--- config.mk ---
export PLATFORM = sky130hd
export DESIGN_NAME = pong_score
export DESIGN_NICKNAME = d
export VERILOG_FILES = /design/src/rtl/pong_score.sv
export SDC_FILE = /design/constraint.sdc
export NUM_CORES = 1
export LEC_CHECK = 0
export CORE_UTILIZATION = 54
export DETAILED_ROUTE_END_ITERATION = 8
export PLACE_DENSITY_LB_ADDON = 0.08
export REMOVE_ABC_BUFFERS = 1
export SLEW_MARGIN = 20
export SYNTH_ARGS = -nofsm -noshare
export SYNTH_HDL_FRONTEND = slang
export SYNTH_SLANG_ARGS = --single-unit
--- constraint.sdc ---
create_clock -name pixel_clock -period 3.9 [get_ports pixel_clock]
set_input_delay 0.585 -clock pixel_clock [delete_from_list [all_inputs] [get_ports pixel_clock]]
set_output_delay 0.585 -clock pixel_clock [all_outputs]
set_load 0.02 [all_outputs]
--- src/rtl/pong_score.sv ---
// Score keeper and digit overlay for the pong playfield: counts points once per frame,
// detects match end and renders both scores as scaled 3x5 glyphs on a registered pixel.
module pong_score #(
   parameter int WIN_SCORE  = 9,
   parameter int SCALE_LOG2 = 3,
   parameter int DIGIT0_X   = 392,
   parameter int DIGIT1_X   = 448,
   parameter int DIGIT_Y    = 59
) (
   input  logic       pixel_clock,
   input  logic       reset,
   input  logic [9:0] h_cnt,
   input  logic [9:0] v_cnt,
   input  logic       vga_vs,
   input  logic       game_running,
   input  logic       ball_exits_left,
   input  logic       ball_exits_right,
   input  logic       start,
   output logic [3:0] score_0,
   output logic [3:0] score_1,
   output logic       match_over,
   output logic       winner,
   output logic       score_pixel,
   output logic [1:0] fsm_state
);

   // Encoding is visible on fsm_state: IDLE=0, PLAY=1, SCORED=2, MATCH_OVER=3.
   typedef enum logic [1:0] {
      IDLE       = 2'd0,
      PLAY       = 2'd1,
      SCORED     = 2'd2,
      MATCH_OVER = 2'd3
   } state_t;

   localparam logic [3:0] WIN    = 4'(WIN_SCORE);
   localparam logic [9:0] D0_X   = 10'(DIGIT0_X);
   localparam logic [9:0] D1_X   = 10'(DIGIT1_X);
   localparam logic [9:0] D_Y    = 10'(DIGIT_Y);
   localparam logic [9:0] CELL_W = 10'(3 << SCALE_LOG2);
   localparam logic [9:0] CELL_H = 10'(5 << SCALE_LOG2);

   state_t     state_q, state_d;
   logic       vs_q;
   logic       frame_tick;
   logic       parity_q;
   logic [3:0] score_0_d, score_1_d;
   logic       winner_d;
   logic       show_0, show_1;
   logic       pixel_d;

   assign frame_tick = vga_vs & ~vs_q;
   assign match_over = (state_q == MATCH_OVER);
   assign fsm_state  = state_q;

   always_ff @(posedge pixel_clock) begin
      if (reset) begin
         state_q     <= IDLE;
         vs_q        <= 1'b1;
         parity_q    <= 1'b0;
         score_0     <= 4'd0;
         score_1     <= 4'd0;
         winner      <= 1'b0;
         score_pixel <= 1'b0;
      end else begin
         state_q     <= state_d;
         vs_q        <= vga_vs;
         parity_q    <= parity_q ^ frame_tick;
         score_0     <= score_0_d;
         score_1     <= score_1_d;
         winner      <= winner_d;
         score_pixel <= pixel_d;
      end
   end

   always_comb begin
      state_d   = state_q;
      score_0_d = score_0;
      score_1_d = score_1;
      winner_d  = winner;
      if (frame_tick) begin
         case (state_q)
            IDLE: if (game_running) state_d = PLAY;
            PLAY: begin
               // A double exit is ambiguous, so it scores nothing and the rally continues.
               if (ball_exits_left ^ ball_exits_right) begin
                  if (ball_exits_left) begin
                     if (score_1 < WIN) score_1_d = score_1 + 4'd1;
                  end else begin
                     if (score_0 < WIN) score_0_d = score_0 + 4'd1;
                  end
                  state_d = SCORED;
               end else if (!ball_exits_left && !game_running) begin
                  state_d = IDLE;
               end
            end
            SCORED: begin
               if (!game_running) begin
                  if (score_0 == WIN || score_1 == WIN) begin
                     state_d  = MATCH_OVER;
                     winner_d = (score_1 == WIN);
                  end else begin
                     state_d = IDLE;
                  end
               end
            end
            MATCH_OVER: begin
               if (start) begin
                  score_0_d = 4'd0;
                  score_1_d = 4'd0;
                  state_d   = IDLE;
               end
            end
            default: state_d = IDLE;
         endcase
      end
   end

   function automatic logic [14:0] glyph(input logic [3:0] d);
      case (d)
         4'd0:    glyph = 15'b111_101_101_101_111;
         4'd1:    glyph = 15'b010_110_010_010_111;
         4'd2:    glyph = 15'b111_001_111_100_111;
         4'd3:    glyph = 15'b111_001_111_001_111;
         4'd4:    glyph = 15'b101_101_111_001_001;
         4'd5:    glyph = 15'b111_100_111_001_111;
         4'd6:    glyph = 15'b111_100_111_101_111;
         4'd7:    glyph = 15'b111_001_001_001_001;
         4'd8:    glyph = 15'b111_101_111_101_111;
         4'd9:    glyph = 15'b111_101_111_001_111;
         default: glyph = 15'b0;
      endcase
   endfunction

   function automatic logic cell_lit(input logic [9:0] h, input logic [9:0] v,
                                     input logic [9:0] x0, input logic [3:0] d);
      logic [9:0]  dx, dy;
      logic [1:0]  col;
      logic [2:0]  row;
      logic [3:0]  idx;
      logic [15:0] g;
      dx  = h - x0;
      dy  = v - D_Y;
      col = 2'(dx >> SCALE_LOG2);
      row = 3'(dy >> SCALE_LOG2);
      idx = 4'(row) * 4'd3 + 4'(col);
      // Padded to 16 bits so any 4-bit index stays in range outside the digit box.
      g   = {glyph(d), 1'b0};
      cell_lit = (h >= x0) && (dx < CELL_W) && (v >= D_Y) && (dy < CELL_H) && g[4'd15 - idx];
   endfunction

   // Loser digit blinks during the match-over display; winner stays steady.
   assign show_0 = !(match_over && winner && parity_q);
   assign show_1 = !(match_over && !winner && parity_q);

   always_comb begin
      pixel_d = (show_0 && cell_lit(h_cnt, v_cnt, D0_X, score_0)) ||
                (show_1 && cell_lit(h_cnt, v_cnt, D1_X, score_1));
   end

endmodule
**Word-level counts from Yosys, hierarchy flattened**

Memories as Yosys holds them, arrays and structs flattened. A register that Yosys moved wholly into a read port is not among the register bits.
Index checks and enable logic that the tools add are counted.

- Add/subtract/negate cells: 9
- Multipliers: 1
- Div/mod/pow operators: 0
- Order comparisons: 10
- Equality and inequality tests: 14
- Shift-type cells: 0
- Multiplexer cells: 24
- Bitwise logic cells: 5
- Reduce and logical (&&, ||, !) cells: 28

Operator list:

| operator | number |
|---|---|
| two-way mux 4 bit | 11 |
| greater-or-equal comparator 10 x 9 -> 1 bit, second input constant | 2 |
| less-than comparator 10 x 5 -> 1 bit, second input constant | 2 |
| subtractor 10 x 9 -> 10 bit, second input constant | 2 |
| inequality test 2 bit, second input constant | 8 |
| case mux 4 bit (2 select lines) | 2 |
| logical AND 1 bit | 15 |
| two-way mux 2 bit | 6 |
| AND reduction 6 bit | 2 |
| greater-or-equal comparator 10 x 6 -> 1 bit, second input constant | 1 |
| less-than comparator 10 x 6 -> 1 bit, second input constant | 1 |
| less-than comparator 4 x 5 -> 1 bit, second input constant | 2 |
| subtractor 10 x 6 -> 10 bit, second input constant | 1 |
| adder 4 x 1 -> 4 bit, second input constant | 2 |
| adder 4 x 2 -> 4 bit | 2 |
| binary-select mux 1 bit (select 4 bit) | 2 |
| equality test 4 bit, second input constant | 2 |
| less-than comparator 4 bit, second input constant | 2 |
| case mux 2 bit (4 select lines) | 1 |
| subtractor 4 bit, first input constant | 2 |
| zero test 1 bit | 5 |
| AND reduction 5 bit | 1 |
| equality test 2 bit, second input constant | 2 |
| multiplier 3 x 2 -> 4 bit, second input constant | 1 |
| other kinds (10) | 14 |

- Register bits after elaboration: 14
- Bits in latches: 0
- Memory bits (writable): 0
- ROM bits: 480
- Bits of input ports: 27
- Logic and storage cells: 100
- Memories kept: 2

Memory list:

| name | words | bits a word | read ports | clocked after Yosys merged registers in | write ports | RTL line | text |
|---|---|---|---|---|---|---|---|
| (no name shown) | 16 | 15 | 1 | 1 | 0 | 119 | `case (d)` |
| (no name shown) | 16 | 15 | 1 | 1 | 0 | 119 |  |

**Logic depth before layout (Yosys ltp)**

Gate-level depths: netlist of the first run.

- Depth in word-level cells: 9
- Depth in mapped cells: 12
- Depth with buffers taken out: 12

**Worst setup path after synthesis of the first run**

No wires, ideal clock.

- Path type: input-to-reg
- Start point: in v_cnt[0]
- End point: reg score_pixel
- Data arrival time: 3.017 ns
- Required time: 3.780 ns
- Path slack: 0.763 ns
- Stages: 9
- Buffers on the path: 0
- Path through: a21o_1 -> nand2_1 -> xnor2_1 -> ha_1 -> fa_1 -> mux4_2 -> or3b_2 -> nand4_1 -> a21oi_1

- Longest elaborated chain between the ends: 9

Ends and longest elaborated chain:

| item | RTL line | text |
|---|---|---|
| from (decl) | 13 | `input logic [9:0] v_cnt,` |
| subtractor 10 x 6 -> 10 bit | 142 | `dy = v - D_Y;` |
| multiplier 3 x 2 -> 4 bit | 145 | `idx = 4'(row) * 4'd3 + 4'(col);` |
| adder 4 x 2 -> 4 bit | 145 |  |
| subtractor 4 bit | 148 | `cell_lit = (h >= x0) && (dx < CELL_W) && (v >= D_Y) && (dy < CELL_H) && g[4'd15 - idx];` |
| binary-select mux 1 bit (select 4 bit) | 148 |  |
| two-way mux 1 bit (not written as such) | 148 |  |
| logical AND 1 bit | 148 |  |
| logical AND 1 bit, on equally long branches | 156, 157 |  |
| logical OR 1 bit (*) | 156 | `pixel_d = (show_0 && cell_lit(h_cnt, v_cnt, D0_X, score_0)) \|\|` |
| to (signal assigned) | 71 | `score_pixel <= pixel_d;` |
| to (decl) | 23 | `output logic score_pixel,` |

Mark *: on every way between the ends. The rest lies on a longest branch, timed or not. The select of a mux whose other input is x is not followed.
A chain may end at the register's enable or synchronous reset.

**Final worst setup path of the first run**

Ends and elaborated chain as after synthesis.

==> impl_metrics.csv, run 1 <==
group,metric,value,unit
global_route,grt_max_degree,15,
cells_and_area,final_nets,364,
global_route,globalRouteOverflowTotal,0,
die,initial_core_util,57.2,%
timing,fin_crit_sh,85.2,%
placement,dp_hpwl,3790,microns
clocking,post-cts-setup-buffer-count,0,
placement,gp_congestion,0.809,
cells_and_area,fin_cells,364,
timing,post-route-min-period,3.32,ns
clocking,cts_resized,0,
clocking,cts_buffers,5,
global_route,grt_usage,21.1,%
die,dieHeight,70.6,microns
die,rows,24,
global_route,antenna_found_initial,0,
outcome,violations,"design-rule violations",
timing,drv_slew,0,
critical_path,cp.required,4.08,ns
logic_synthesis,syn_area,2540,sq um
clocking,tritoncts,"done",
logic_synthesis,yosysSeqAreaShare,28.4,%
logic_synthesis,synth.distinct_cells,63,
pwr,ir_drop,155,uV
cells_and_area,antenna_cells,0,
global_route,grt_pass1_vias,1882,
clocking,path_clk_slew,0.07,ns
critical_path,crit_path_end_kind,"register",
detailed_routing,drc,6,
clocking,cts_sinks,36,
hold_path,hold_class,"reg -> reg",
timing,max_freq,301,MHz
pwr,cellLeakagePower,1.26,nW
timing,finalSetupTns,0,ns
timing,relSlewSlack,68.0,%
timing,tightest_slew,0.479,ns
placement,port_buffers,36,
detailed_routing,wl_per_cell,13.5,microns
clocking,cts_max_level,2,
detailed_routing,ant_nets,0,
logic_synthesis,synth-seq-cells,36,
logic_synthesis,syn_area_per_cell,9.31,sq um
pwr,powerDensity,321,nW/um^2
placement,placed_cells,356,
global_route,grt_pass1_wl,8240,microns
critical_path,worstPathArrival,3.50,ns
timing,grt_setup_unrepaired,"false",
clocking,ctsHoldBuffers,0,
outcome,status,"complete, but fails checks",
critical_path,crit_type,"in -> reg",
placement,place_ws,0.270,ns
critical_path,slowest_delay,0.57,ns
timing,finalHoldViolCount,0,
logic_synthesis,synthCells,273,
critical_path,cp_max_fo,4,
critical_path,crit_chain,"clkdlybuf4s50_1 > a21o_1 > nand2_1 > xnor2_1 > ha_1 > fa_1 > inv_1 > a211oi_1 > xnor3_1 > or3b_2 > nand4_1 > a21oi_1",
clocking,clock_latency,0.29,ns
detailed_routing,first_pass_iters,6,
critical_path,cp-start-kind,"input pin",
detailed_routing,wirelength,4920,microns
timing,setup_ws,0.577,ns
logic_synthesis,async_flop_share,0,%
clocking,clockBufferDepth,2,
critical_path,critical_path.slowest_cell,"fa_1",
timing,finalSetupViolCount,0,
logic_synthesis,synth_warnings,0,
timing,finalClockSkew,0.00481,ns
logic_synthesis,synth_edf_count,0,
die,core-area,4440,sq um
run,maxCapViolations,0,
logic_synthesis,synth_ff_type,"dfxtp_1",
detailed_routing,num_vias,2028,
clocking,cts_root_buf,"clkbuf_8",
detailed_routing,first_iter_violations,103,
cells_and_area,area_growth_syn_to_layout,18.8,%
die,ios,40,
die,die-width,70.6,microns
detailed_routing,vias_per_cell,5.57,
die,die-area,4980,sq um
cells_and_area,final_layout_size_suffix_gt1_share,9.94,%
## Yosys cell counts (all sizes together) (4+ instances only)
master  number  share of area (%)
a211oi       4                1.2
a21o         4                1.2
a21oi       10                2.0
and2         6                1.5
clkbuf       6                2.5
dfxtp       36                 28
ha          23                 11
inv         28                4.1
mux2i        9                4.0
mux4         4                3.5
nand2       14                2.1
nand2b       7                1.7
nand3       10                2.0
nand3b       5                1.6
nor2        17                2.8
nor2b        4                1.3
o211ai       9                2.9
o21ai       15                3.0
xnor2       10                3.4
## area by class of cell
cell class	count	area, sq um
well taps	52	65.1
clock inverters	3	42.5
inverters	28	105
multi-input cells	201	1630
fillers	396	1430
flip-flops and latches	36	721
repair buffers	39	383
clock buffers	5	68.8
## cell usage in the layout (no fill, tap or decap), types with 10 or more instances in the layout
cell type	instances
nand3_1	10
nand2_1	14
nor2_1	16
ha_1	23
o21ai_0	14
dfxtp_1	36
xnor2_1	10
inv_1	27
clkdlybuf4s50_1	36
a21oi_1	10
## per-stage QoR
stage	utilization (%)	hold WS (ns)	power, mW	instance area (sq um)
2_1_floorplan	-	0.506	0.580	2460
3_3_place_gp	65.4	0.529	0.647	2910
3_5_place_dp	65.4	0.544	0.650	2910
4_1_cts	67.9	0.561	0.983	3020
5_1_grt	67.9	0.597	1.03	3020
6_report	67.9	0.554	0.970	3020
## power by group
group	switching (mW)	internal, mW	total, mW	leakage, nW
clock	0.139	0.189	0.328	0.0541
sequential	0.00369	0.370	0.374	0.291
combinational	0.125	0.142	0.267	0.918
total	0.268	0.702	0.970	1.26
## kinds of logic after synthesis
family          count (synthesis)  share of synthesized area, %
simple gates                   80                          17.5
compound gates                 67                          19.3
mux                            13                          7.58
buf+inv                        36                          7.34
flops                          36                          28.4
fa+ha+maj                      26                          13.7
xor+xnor                       15                          6.25
## worst max-delay path, delay by kind of cell
| family | cells | cell delay, ns |
|---|---|---|
| simple gates | 3 | 0.65 |
| buf+inv | 2 | 0.54 |
| compound gates | 3 | 0.49 |
| fa+ha+maj | 2 | 0.78 |
| xor+xnor | 2 | 0.47 |
## path summary, 6_finish.rpt
| path | startpoint | endpoint | slack [ns] | depth (start not counted) |
|---|---|---|---|---|
| max | v_cnt[0] | score_pixel | 0.58 | 12 |
| min | parity_q | parity_q | 0.55 | 2 |
| max reg2reg | score_0[0] | register | 1.41 | 10 |
| min reg2reg | parity_q | parity_q | 0.55 | 2 |
## routing by layer
layer,track usage (%),up-vias,wire length [microns]
met5,0,-,0
met4,9.33,0,76
met3,3.99,5,207
met2,33.4,50,2270
met1,28.4,926,2370
li1,-,1047,-
(Power assumes the default switching activity.)
==> inputs of run 2 (changes only) <==
--- a/config.mk
+++ b/config.mk
@@ -8,7 +8,6 @@
 export CORE_UTILIZATION = 54
 export DETAILED_ROUTE_END_ITERATION = 8
 export PLACE_DENSITY_LB_ADDON = 0.08
-export REMOVE_ABC_BUFFERS = 1
 export SLEW_MARGIN = 20
 export SYNTH_ARGS = -nofsm -noshare
 export SYNTH_HDL_FRONTEND = slang
==> run 2 against run 1 <==
- largest power group unchanged
- register-to-register slack worse by 0.03 ns
- first-iteration DRC count shrank 13%
- critical path type unchanged
- highest routed layer unchanged
- hold slack improved by 0.0039 ns
- the run still ends with design-rule violations left
==> impl_metrics.csv, run 2 (synthesized netlist as in run 1, its figures left out) <==
group,metric,value,unit
timing,fin_crit_sh,86.9,%
critical_path,critical_path.slowest_cell,"fa_1",
timing,max_freq,295,MHz
cells_and_area,final_nets,365,
timing,drv_slew,0,
outcome,status,"complete, but fails checks",
hold_path,holdPathStages,2,
placement,gp_congestion,0.841,
clocking,clock_latency,0.29,ns
clocking,ctsHoldBuffers,0,
cells_and_area,nFillCells,384,
clocking,cts_resized,0,
global_route,grt_pass1_wl,8710,microns
critical_path,cp-start-kind,"input pin",
pwr,cellLeakagePower,1.27,nW
detailed_routing,wirelength,5050,microns
detailed_routing,first_iter_violations,90,
global_route,grt_usage,21.9,%
critical_path,crit_path_end_kind,"register",
timing,grt_setup_unrepaired,"false",
critical_path,cp.required,4.07,ns
detailed_routing,wl_per_cell,13.8,microns
run,maxCapViolations,0,
pwr,power,0.977,mW
placement,dp_hpwl,3910,microns
detailed_routing,first_pass_iters,6,
clocking,cts_buffers,5,
cells_and_area,area_growth_syn_to_layout,19.1,%
global_route,grt_pass1_vias,1883,
critical_path,path_delay_family,"adder cells",
clocking,path_clk_slew,0.07,ns
clocking,post-cts-setup-buffer-count,0,
global_route,globalRouteOverflowTotal,0,
timing,finalSetupViolCount,0,
die,core-area,4440,sq um
placement,placed_cells,357,
pwr,ir_drop,203,uV
clocking,tritoncts,"done",
detailed_routing,ant_nets,0,
die,die-width,70.6,microns
critical_path,crit_chain,"clkdlybuf4s50_1 > a21o_1 > nand2_1 > xnor2_1 > ha_1 > fa_1 > inv_1 > a211oi_1 > xnor3_1 > or3b_2 > nand4_1 > a21oi_1",
outcome,violations,"design-rule violations",
die,ios,40,
clocking,cts_root_buf,"clkbuf_8",
critical_path,ff2ff_path_depth,10,
global_route,grt_max_degree,15,
critical_path,cp_num_cells,12,
logic_synthesis,syn_nets,326,
timing,holdWs,0.558,ns
critical_path,r2r_slack,1.38,ns
critical_path,worstPathArrival,3.56,ns
critical_path,slowest_delay,0.59,ns
cells_and_area,final_core_utilization,68.1,%
clocking,clockBufferDepth,2,
critical_path,path_buf_inv,2,
cells_and_area,final_cell_mix,"dfxtp_1, clkdlybuf4s50_1, inv_1",
hold_path,hold_class,"reg -> reg",
cells_and_area,fin_cells,365,
timing,relSlewSlack,69.1,%
placement,port_buffers,36,
pwr,powerDensity,323,nW/um^2
cells_and_area,antenna_cells,0,
timing,post-route-min-period,3.39,ns
die,rows,24,
timing,finalClockSkew,0.00707,ns
clocking,cts_sinks,36,
detailed_routing,vias_per_cell,5.70,
clocking,cts_max_level,2,
timing,finalHoldViolCount,0,
timing,finalSetupTns,0,ns
global_route,antenna_found_initial,0,
timing,tightest_slew,0.463,ns
critical_path,cp_max_fo,4,
detailed_routing,num_vias,2080,
detailed_routing,drc,4,
die,dieHeight,70.6,microns
die,die-area,4980,sq um
cells_and_area,final_layout_size_suffix_gt1_share,10.2,%
die,initial_core_util,57.2,%
critical_path,crit_type,"in -> reg",
-- run 2: per-layer routing --
| metal | global-route usage, % | wire length (microns) | vias to the layer above |
|---|---|---|---|
| li1 | - | - | 1050 |
| met1 | 29.1 | 2440 | 986 |
| met2 | 36.4 | 2370 | 42 |
| met3 | 4.70 | 215 | 2 |
| met4 | 6.00 | 25 | 0 |
| met5 | 0 | 0 | - |
-- run 2: power by group --
part / switching [mW] / total [mW] / internal (mW)
combinational: 0.130 / 0.276 / 0.146
clock: 0.138 / 0.327 / 0.189
sequential: 0.00367 / 0.374 / 0.370
total: 0.271 / 0.977 / 0.706
-- run 2: through the flow --
| stage | instance area, sq um | worst slack (ns) |
|---|---|---|
| finish | 3030 | 0.511 |
| detailed placement | 2920 | 0.220 |
| global route | 3030 | 0.332 |
| CTS | 3030 | 0.512 |
| global placement | 2920 | 0.288 |
| floorplan | 2540 | 0.763 |
-- run 2: final timing paths --
| kind | to | from |
|---|---|---|
| setup / recovery | score_pixel | v_cnt[0] |
| hold / removal | parity_q | parity_q |
| hold reg to reg | parity_q | parity_q |
| setup reg to reg | register | score_0[0] |
-- run 2: worst reg2reg max path, cell delays in order, from the launching register on --
cell and delay [ns]:
dfxtp_1 0.38, inv_1 0.11, ha_1 0.15, nand2b_1 0.05, a21oi_1 0.27, o21a_2 0.24
mux2i_1 0.40, nor2_1 0.16, ha_1 0.20, or3_1 0.40, o21ai_0 0.09
-- run 2: area by class of cell --
cell class	count	area [sq um]	area share (%)
Inverter	28	105	3.47
Clock inverter	3	42.5	1.41
Clock buffer	5	68.8	2.27
Multi-Input combinational cell	201	1630	54.0
Sequential cell	36	721	23.8
Tap cell	52	65.1	2.15
Timing Repair Buffer	40	390	12.9
